$ cat config.mk
export PLATFORM = sky130hd
export DESIGN_NAME = calculator_seq_div
export DESIGN_NICKNAME = d
export VERILOG_FILES = /design/src/rtl/calculator_seq_div.sv
export SDC_FILE = /design/constraint.sdc
export NUM_CORES = 2
export LEC_CHECK = 0
export CORE_ASPECT_RATIO = 1.4
export CORE_UTILIZATION = 35
export DETAILED_ROUTE_END_ITERATION = 10
export SLEW_MARGIN = 20
export SYNTH_ARGS = -nofsm -noshare
export SYNTH_HDL_FRONTEND = slang
export SYNTH_SLANG_ARGS = --single-unit
$ cat constraint.sdc
create_clock -name clk -period 22.9 [get_ports clk]
set_clock_uncertainty 0.05 [all_clocks]
set_input_delay 4.58 -clock clk [delete_from_list [all_inputs] [get_ports clk]]
set_output_delay 4.58 -clock clk [all_outputs]
set_load 0.005 [all_outputs]
$ cat src/rtl/calculator_seq_div.sv
`default_nettype none
// ============================================================================
//  Module   : calculator_pkg / calculator_seq_div
//  Purpose  : Signed accumulator calculator with add, subtract, multiply,
//             clear and an iterative restoring signed divide. Optional
//             saturation plus overflow / divide-by-zero status, and a
//             busy/done handshake toward the display side.
//  Ports    : clk          system clock
//             reset_n      asynchronous active-low reset
//             start        single-cycle request pulse (sampled in IDLE only)
//             buttons[4:0] one-hot op select (positions in calculator_pkg)
//             switch       signed operand, sign-extended to BITS
//             accum        accumulator value
//             busy         high while an operation is in progress
//             done         one-cycle pulse when a result is written
//             overflow     status of the last completed operation
//             div_by_zero  status of the last completed operation
//  Revision : 1.0  initial release
// ============================================================================

package calculator_pkg;
  localparam int BTN_UP     = 0;
  localparam int BTN_DOWN   = 1;
  localparam int BTN_LEFT   = 2;
  localparam int BTN_RIGHT  = 3;
  localparam int BTN_CENTER = 4;
endpackage

module calculator_seq_div
  import calculator_pkg::*;
#(
  parameter int BITS     = 32,
  parameter int SW_BITS  = 16,
  parameter int SATURATE = 0
) (
  input  logic               clk,
  input  logic               reset_n,
  input  logic               start,
  input  logic [4:0]         buttons,
  input  logic [SW_BITS-1:0] switch,
  output logic [BITS-1:0]    accum,
  output logic               busy,
  output logic               done,
  output logic               overflow,
  output logic               div_by_zero
);

  localparam int CNT_W = $clog2(BITS);
  localparam logic [BITS-1:0] ONE     = {{(BITS-1){1'b0}}, 1'b1};
  localparam logic [BITS-1:0] ZERO    = '0;
  localparam logic [BITS-1:0] MAX_POS = {1'b0, {(BITS-1){1'b1}}};
  localparam logic [BITS-1:0] MIN_NEG = {1'b1, {(BITS-1){1'b0}}};

  typedef enum logic [1:0] {
    IDLE = 2'd0,
    EXEC = 2'd1,
    DIV  = 2'd2,
    FIX  = 2'd3
  } state_t;

  typedef enum logic [2:0] {
    OP_NONE = 3'd0,
    OP_MUL  = 3'd1,
    OP_CLR  = 3'd2,
    OP_ADD  = 3'd3,
    OP_SUB  = 3'd4,
    OP_DIV  = 3'd5
  } op_t;

  // Registered state and its next values
  state_t            state, state_n;
  op_t               op, op_n;
  logic [BITS-1:0]   operand, operand_n;
  logic [BITS-1:0]   accum_n;
  logic              overflow_n, div_by_zero_n, done_n;
  logic [BITS-1:0]   rem, rem_n;        // partial remainder
  logic [BITS-1:0]   quo, quo_n;        // dividend shifting out, quotient shifting in
  logic [BITS-1:0]   dvsr, dvsr_n;      // divisor magnitude
  logic [CNT_W-1:0]  count, count_n;
  logic              quo_neg, quo_neg_n;

  // Priority decode: UP > DOWN > LEFT > RIGHT > CENTER
  function automatic op_t decode(input logic [4:0] b);
    if (b[BTN_UP])          return OP_MUL;
    else if (b[BTN_DOWN])   return OP_CLR;
    else if (b[BTN_LEFT])   return OP_ADD;
    else if (b[BTN_RIGHT])  return OP_SUB;
    else if (b[BTN_CENTER]) return OP_DIV;
    else                    return OP_NONE;
  endfunction

  // Magnitude as unsigned; the most negative value maps to 2^(BITS-1), which
  // still fits in BITS unsigned bits.
  function automatic logic [BITS-1:0] magnitude(input logic [BITS-1:0] v);
    return v[BITS-1] ? (~v + ONE) : v;
  endfunction

  // Arithmetic kept one bit wider than the accumulator so overflow is the
  // disagreement between the two top bits.
  logic [BITS:0]     sum_add, sum_sub;
  logic [2*BITS-1:0] prod;
  logic              add_ovf, sub_ovf, mul_ovf;

  assign sum_add = {accum[BITS-1], accum} + {operand[BITS-1], operand};
  assign sum_sub = {accum[BITS-1], accum} - {operand[BITS-1], operand};
  assign prod    = $signed({{BITS{accum[BITS-1]}}, accum})
                 * $signed({{BITS{operand[BITS-1]}}, operand});

  assign add_ovf = sum_add[BITS] ^ sum_add[BITS-1];
  assign sub_ovf = sum_sub[BITS] ^ sum_sub[BITS-1];
  // Product fits only if its upper BITS+1 bits are all copies of the sign.
  assign mul_ovf = prod[2*BITS-1:BITS-1] != {(BITS+1){prod[2*BITS-1]}};

  // Restoring divide step: bring down the next dividend bit and subtract the
  // divisor if it fits. The difference is taken at BITS width because when
  // trial >= dvsr the result is always below 2^BITS.
  logic [BITS:0]   trial;
  logic [BITS-1:0] trial_diff;
  logic            trial_fits;

  assign trial      = {rem, quo[BITS-1]};
  assign trial_diff = trial[BITS-1:0] - dvsr;
  assign trial_fits = trial >= {1'b0, dvsr};

  // A non-negative quotient with its top bit set can only be
  // -2^(BITS-1) / -1, which is unrepresentable.
  logic fix_ovf;
  assign fix_ovf = !quo_neg && quo[BITS-1];

  assign busy = (state != IDLE);

  always_ff @(posedge clk or negedge reset_n) begin
    if (!reset_n) begin
      state       <= IDLE;
      op          <= OP_NONE;
      operand     <= '0;
      accum       <= '0;
      overflow    <= 1'b0;
      div_by_zero <= 1'b0;
      done        <= 1'b0;
      rem         <= '0;
      quo         <= '0;
      dvsr        <= '0;
      count       <= '0;
      quo_neg     <= 1'b0;
    end else begin
      state       <= state_n;
      op          <= op_n;
      operand     <= operand_n;
      accum       <= accum_n;
      overflow    <= overflow_n;
      div_by_zero <= div_by_zero_n;
      done        <= done_n;
      rem         <= rem_n;
      quo         <= quo_n;
      dvsr        <= dvsr_n;
      count       <= count_n;
      quo_neg     <= quo_neg_n;
    end
  end

  always_comb begin
    state_n       = state;
    op_n          = op;
    operand_n     = operand;
    accum_n       = accum;
    overflow_n    = overflow;
    div_by_zero_n = div_by_zero;
    done_n        = 1'b0;
    rem_n         = rem;
    quo_n         = quo;
    dvsr_n        = dvsr;
    count_n       = count;
    quo_neg_n     = quo_neg;

    case (state)
      IDLE: begin
        if (start) begin
          op_n      = decode(buttons);
          operand_n = BITS'($signed(switch));
          state_n   = EXEC;
        end
      end

      EXEC: begin
        state_n = IDLE;
        case (op)
          OP_MUL: begin
            if (mul_ovf && (SATURATE != 0))
              accum_n = prod[2*BITS-1] ? MIN_NEG : MAX_POS;
            else
              accum_n = prod[BITS-1:0];
            overflow_n    = mul_ovf;
            div_by_zero_n = 1'b0;
            done_n        = 1'b1;
          end
          OP_CLR: begin
            accum_n       = ZERO;
            overflow_n    = 1'b0;
            div_by_zero_n = 1'b0;
            done_n        = 1'b1;
          end
          OP_ADD: begin
            if (add_ovf && (SATURATE != 0))
              accum_n = sum_add[BITS] ? MIN_NEG : MAX_POS;
            else
              accum_n = sum_add[BITS-1:0];
            overflow_n    = add_ovf;
            div_by_zero_n = 1'b0;
            done_n        = 1'b1;
          end
          OP_SUB: begin
            if (sub_ovf && (SATURATE != 0))
              accum_n = sum_sub[BITS] ? MIN_NEG : MAX_POS;
            else
              accum_n = sum_sub[BITS-1:0];
            overflow_n    = sub_ovf;
            div_by_zero_n = 1'b0;
            done_n        = 1'b1;
          end
          OP_DIV: begin
            if (operand == ZERO) begin
              // Accumulator is left untouched.
              overflow_n    = 1'b0;
              div_by_zero_n = 1'b1;
              done_n        = 1'b1;
            end else begin
              quo_n     = magnitude(accum);
              rem_n     = ZERO;
              dvsr_n    = magnitude(operand);
              count_n   = '0;
              quo_neg_n = accum[BITS-1] ^ operand[BITS-1];
              state_n   = DIV;
            end
          end
          default: ;  // no button: back to IDLE without a done pulse
        endcase
      end

      DIV: begin
        if (trial_fits) begin
          rem_n = trial_diff;
          quo_n = {quo[BITS-2:0], 1'b1};
        end else begin
          rem_n = trial[BITS-1:0];
          quo_n = {quo[BITS-2:0], 1'b0};
        end
        count_n = count + CNT_W'(1);
        if (count == CNT_W'(BITS - 1))
          state_n = FIX;
      end

      FIX: begin
        if (fix_ovf)
          accum_n = (SATURATE != 0) ? MAX_POS : quo;
        else
          accum_n = quo_neg ? (~quo + ONE) : quo;
        overflow_n    = fix_ovf;
        div_by_zero_n = 1'b0;
        done_n        = 1'b1;
        state_n       = IDLE;
      end

      default: state_n = IDLE;
    endcase
  end

endmodule
`default_nettype wire

# Yosys cells after proc, flatten, opt, wreduce, memory -nomap -nowiden
# Index checks and enable logic that the tools add are counted.
[classes]
n_bitwise = 7
eq_ne = 18
n_addsub = 7
multipliers = 1
n_reduce_logical = 15
order_cmp = 1
n_mux = 36
[op_table]
columns = ["cell", "count"]
rows = [
  ["$mux 32", 9],
  ["$pmux 32 s2", 3],
  ["$pmux 32 s4", 1],
  ["$add 32x1->32 const B", 3],
  ["$not 32->32", 3],
  ["$mul 32x16->48", 1],
  ["$add 32x16->33", 1],
  ["$ge 33x32->1", 1],
  ["$sub 32x16->33", 1],
  ["$logic_not 32->1", 1],
  ["$ne 32x32->1", 1],
  ["$sub 32x32->32", 1],
  ["$mux 3", 5],
  ["$reduce_and 3->1", 4],
  ["$mux 5", 2],
  ["$pmux 1 s2", 5],
  ["$pmux 5 s2", 1],
  ["$mux 2", 4],
  ["$ne 2x2->1 const B", 4],
  ["$pmux 2 s4", 1],
  ["$eq 3x2->1 const B", 2],
  ["$eq 3x3->1 const B", 2],
  ["$ne 3x3->1 const B", 2],
  ["$ne 6x2->1 const B", 1],
  ["16 further kinds", 26],
]
[word_totals]
word_cells = 97
output_inout_bits = 36
reg_bits = 158

# Longest topological paths before layout
[logic_depth]
word_depth = 6
depth_mapped = 28
ltp_nobuf = 26

# Worst setup path before layout
# Ideal clock, no wire load.
[synth_timing]
kind = "register -> register"
startpoint = "reg operand[15]"
endpoint = "reg overflow"
setup_slack_ns = 15.335
path_stages_with_launch = 23
arrival_time_ns = 7.379
synth_period_minus_slack_ns = 7.565
t_required_ns = 22.714
n_path_buf = 2
path_cell_list = "dfrtp_1 inv_1 clkbuf_1 buf_1 nor2_1 fa_1 fa_1 fa_1 fa_1 fa_1 fa_1 ha_1 a21oi_1 o21ai_0 a221o_1 a2111oi_2 o41ai_2 a21oi_2 mux2i_1 nand4_1 nor4b_1 a41o_1 a31oi_1"
[synth_via]
elab_chain_len = 4
[synth_lines]
columns = ["element", "line", "source"]
rows = [
  ["from (decl)", "73", "logic [BITS-1:0] operand, operand_n;"],
  ["from (signal assigned)", "149", "operand <= operand_n;"],
  ["$mul 32x16->48 (tied with other cells)", "107", "* $signed({{BITS{operand[BITS-1]}}, operand});"],
  ["$ne 32x32->1 (tied with other cells)", "112", "assign mul_ovf = prod[2*BITS-1:BITS-1] != {(BITS+1){prod[2*BITS-1]}};"],
  ["$pmux 1 s5", "187", "case (op)"],
  ["$pmux 1 s2", "176", "case (state)"],
  ["to (signal assigned)", "151", "overflow <= overflow_n;"],
  ["to (decl)", "44", "output logic overflow,"],
]
# Several ways; a longest one is shown, not always the timed one.
# A chain may end at the register's enable or synchronous reset.

# Final worst setup path
[layout_timing]
startpoint = "reg accum[25]"
endpoint = "reg overflow"
[layout_via]
elab_chain_len = 4
[layout_lines]
columns = ["element", "line", "source"]
rows = [
  ["from (decl)", "41", "output logic [BITS-1:0] accum,"],
  ["from (signal assigned)", "150", "accum <= accum_n;"],
  ["$mul 32x16->48 (tied with other cells)", "107", ""],
  ["$ne 32x32->1 (tied with other cells)", "112", ""],
  ["$pmux 1 s5 (*)", "187", ""],
  ["$pmux 1 s2 (*)", "176", ""],
]
# Mark *: on every way between the ends. The rest lies on a longest branch, timed or not.

==> results.yml <==
outcome:
  result_of_the_run: "completed"
yosys:
  adder_cell_share_of_the_synthesized_area_pct: 40.4
  synth_sequential_area_ratio_pct: 12.6
  synth_top_cells_by_count: "652 x inv_1, 489 x fa_1, 460 x nand2_1"
  post_synth_xor_area_fraction_pct: 4.21
  number_of_warnings_issued_by_yosys: 0
  yosysMostFrequentCell: "inv_1"
  synth.distinct_cells: 87
  synth_top_area_share_pct: 31.2
  post_synth_and_or_nand_nor_area_fraction_pct: 15.4
  yosys-top-cells-area: "fa_1 31%, dfrtp_1 13%, ha_1 9.2%"
  synth_enable_flop_cells: 0
  synthesis.nets: 4507
  largest_family_of_logic_cells_by_synthesized_area: "adder cells"
  yosys.area.top_type: "fa_1"
  yosys_most_used_dff: "dfrtp_1"
  synthCells: 3762
  synth_async_sr_flop_share_pct: 100
  netlist_area_sq_um: 31400
  syn_avg_cell_area_sq_um: 8.34
  synthMuxAreaShare_pct: 1.03
  ys_ff_latch: 158
  synth_compound_area_share_pct: 15.9
timing:
  maxSlewViolCount: 0
  hold_viol: 0
  post-route-period-util_pct: 35.9
  setup_viol: 0
  maxSlewHeadroom_pct: 24.8
  timing.fmax_ghz: 0.122
  fin_hold_ws_ns: 0.438
  finalSetupTns_ns: 0
  fin_crit_ns: 8.23
  worst-slew-pin-transition_ns: 1.13
  grt_setup_unrepaired: "false"
cells_and_area:
  n_fill_cell: 9089
  multi_input_area_sq_um: 24200
  num-nets-final: 4459
  diodes: 0
  seq_area_sq_um: 3960
  layout-area-overhead-vs-synth_pct: 7.91
  final_layout_size_suffix_gt1_share_pct: 4.24
grt:
  grt_start_max_net_pins: 100
  grt_met3_usage_pct: 2.90
  globalRouteTotalUtil_pct: 24.7
  vias_in_the_first_global_route: 27800
  overflow: 0
  grt_antenna_before_repair: 0
  grt_pass1_wl_um: 169000
  met1_usage_pct: 28.9
  grt_most_used_layer: "met2"
  global_route.usage.met2_pct: 43.4
worst_setup_path:
  worst_r2r_path_depth: 24
  cp-start-kind: "register"
  setup_crit_path_kind: "register to register"
  maximum_fanout_encountered_on_the_critical_timing_path: 14
  critical_path_max_stage_delay_ns: 0.89
  crit-reg2reg-launch: "accum[25]"
  reg2reg_setup_slack_ns: 14.67
  cp_data_required_time_ns: 23.15
  critical_path.startpoint: "accum[25]"
  crit_slowest_cell: "dfrtp_1"
  cp_data_arrival_time_ns: 8.48
  crit_top_cell: "fa_1"
  r2r_end: "overflow"
  critical_path.endpoint_type: "register"
  critical_path_buffer_and_inverter_count: 5
  critical_path.cell_chain: "clkinv_1 > nor2_1 > fa_1 > inv_1 > fa_1 > inv_1 > fa_1 > fa_1 > inv_1 > fa_1 > fa_1 > inv_1 > ha_1 > a21oi_1 > o21bai_1 > a21o_1 > a2111oi_2 > o41ai_2 > a21oi_2 > mux2i_1 > nand4_1 > nor4b_1 > a41o_1 > a31oi_1"
  worst_path_dominant_cell_family: "adder cells"
route:
  wl_per_cell_um: 22.3
  drc: 0
  vias: 26900
  via_per_inst: 5.48
  dr.pass1.iters: 6
  ant_nets: 0
  drt_iter0_markers: 2064
  drt-total-wl_um: 110000
floorplanning:
  io-pin-count: 60
  die_y_um: 356
  die-area_sq_um: 90900
  core-area_sq_um: 88600
  effective_utilization_at_floorplan_pct: 35.4
  placementRows: 129
  fp.dieW_um: 255
place:
  place.port_buffers: 59
  gp_congestion: 1.01
  hpwlAfterDp_um: 83300
clock_tree:
  number_of_buffers_inserted_to_repair_setup_after_cts: 0
  clock_latency_ns: 0.46
  clock_tree.htree_level_count: 4
  path_clk_slew_ns: 0.08
  cts_root_buf: "clkbuf_16"
  cts.sink_count: 158
  cts_tree: "yes"
  cts_hold_repair.buffers: 0
  tritoncts.num_buffers: 17
  post_cts_resize_count: 0
  cts-root-to-sink-buffers: 2
worst_hold_path:
  holdPathStages: 2
  min_path_type: "register to register"
  min-delay-start: "dvsr[2]"
  hold_end: "dvsr[2]"
run:
  maxCapViolations: 0
[sequential cells by signal (all words and copies together) (netlist names), named ones only]
signal	flops
accum	32
quo	32
op	3
operand	16
state	1
count	5
rem	32
dvsr	32
quo_neg	1
overflow	1
done	1
div_by_zero	1
[cells by family (layout without fill, tap and decap cells)]
kind of cell	Yosys count	count (layout)
AND/OR/NAND/NOR	1077	1077
buffers and inverters	866	831
AO/OA/AOI/OAI	757	757
adder cells (fa/ha/maj)	721	721
flip-flops	158	158
XOR/XNOR	151	151
multiplexers	32	32
[worst min-delay path: cells and delay by family, from the launching register on]
family,cells,cell delay (ns)
compound gates,1,0.06
simple gates,1,0.05
flops,1,0.35
[layout by cell type, fill, tap and decap left out, types with 13 or more instances in the layout]
cell type and count:
clkinv_1 16, inv_1 652, a221o_1 37, or3_1 14
nor2b_1 18, a21oi_1 174, and2_1 95, o22ai_1 18
nand2b_1 22, o21bai_1 30, o221ai_1 18, a22oi_1 13
nand3_1 45, nand4_1 24, mux2i_1 29, nor2_1 294
clkbuf_16 17, o21a_1 26, nand2_1 459, xnor2_1 108
dfrtp_1 157, xor2_1 43, buf_4 69, clkdlybuf4s50_1 58
fa_1 489, nor3_1 38, a221oi_1 19, ha_1 232
a21o_1 45, o211ai_1 18, o21ai_0 206, o31ai_1 31
a211oi_1 21
[metal layers]
layer	routed length [um]	part of all wire, %	up-vias
met1	40900	37	13500
met2	55200	50	1001
met5	0	0	-
li1	-	-	12000
met3	6090	5.6	330
met4	7470	6.8	0
[final cells by class]
cell class                      count  share of cell area, %
Clock buffer                       17                   1.26
Clock inverter                     15                  0.517
Inverter                          671                   7.44
Multi-Input combinational cell   2738                   71.5
Sequential cell                   158                   11.7
Tap cell                         1179                   4.36
Timing Repair Buffer              128                   3.28
[worst max path at each step]
stage | endpoint | slack [ns] | depth (start not counted)
floorplan | overflow | 15.33 | 22
global placement | overflow | 14.87 | 25
detailed placement | overflow | 14.80 | 25
CTS | overflow | 14.79 | 25
global route | overflow | 14.40 | 23
finish | overflow | 14.67 | 24
[metrics by stage]
stage / cells / setup WS (ns) / cell area, sq um / utilization [%]
2_1_floorplan: 3762 / 15.33 / 31400 / -
3_3_place_gp: 4874 / 14.87 / 33300 / 37.5
3_5_place_dp: 4874 / 14.80 / 33300 / 37.5
4_1_cts: 4906 / 14.79 / 33900 / 38.2
5_1_grt: 4906 / 14.40 / 33900 / 38.2
6_report: 4906 / 14.67 / 33900 / 38.2
Power is not shown: default switching activity piles up to over one toggle a cycle in this logic, so the estimate is an artifact.
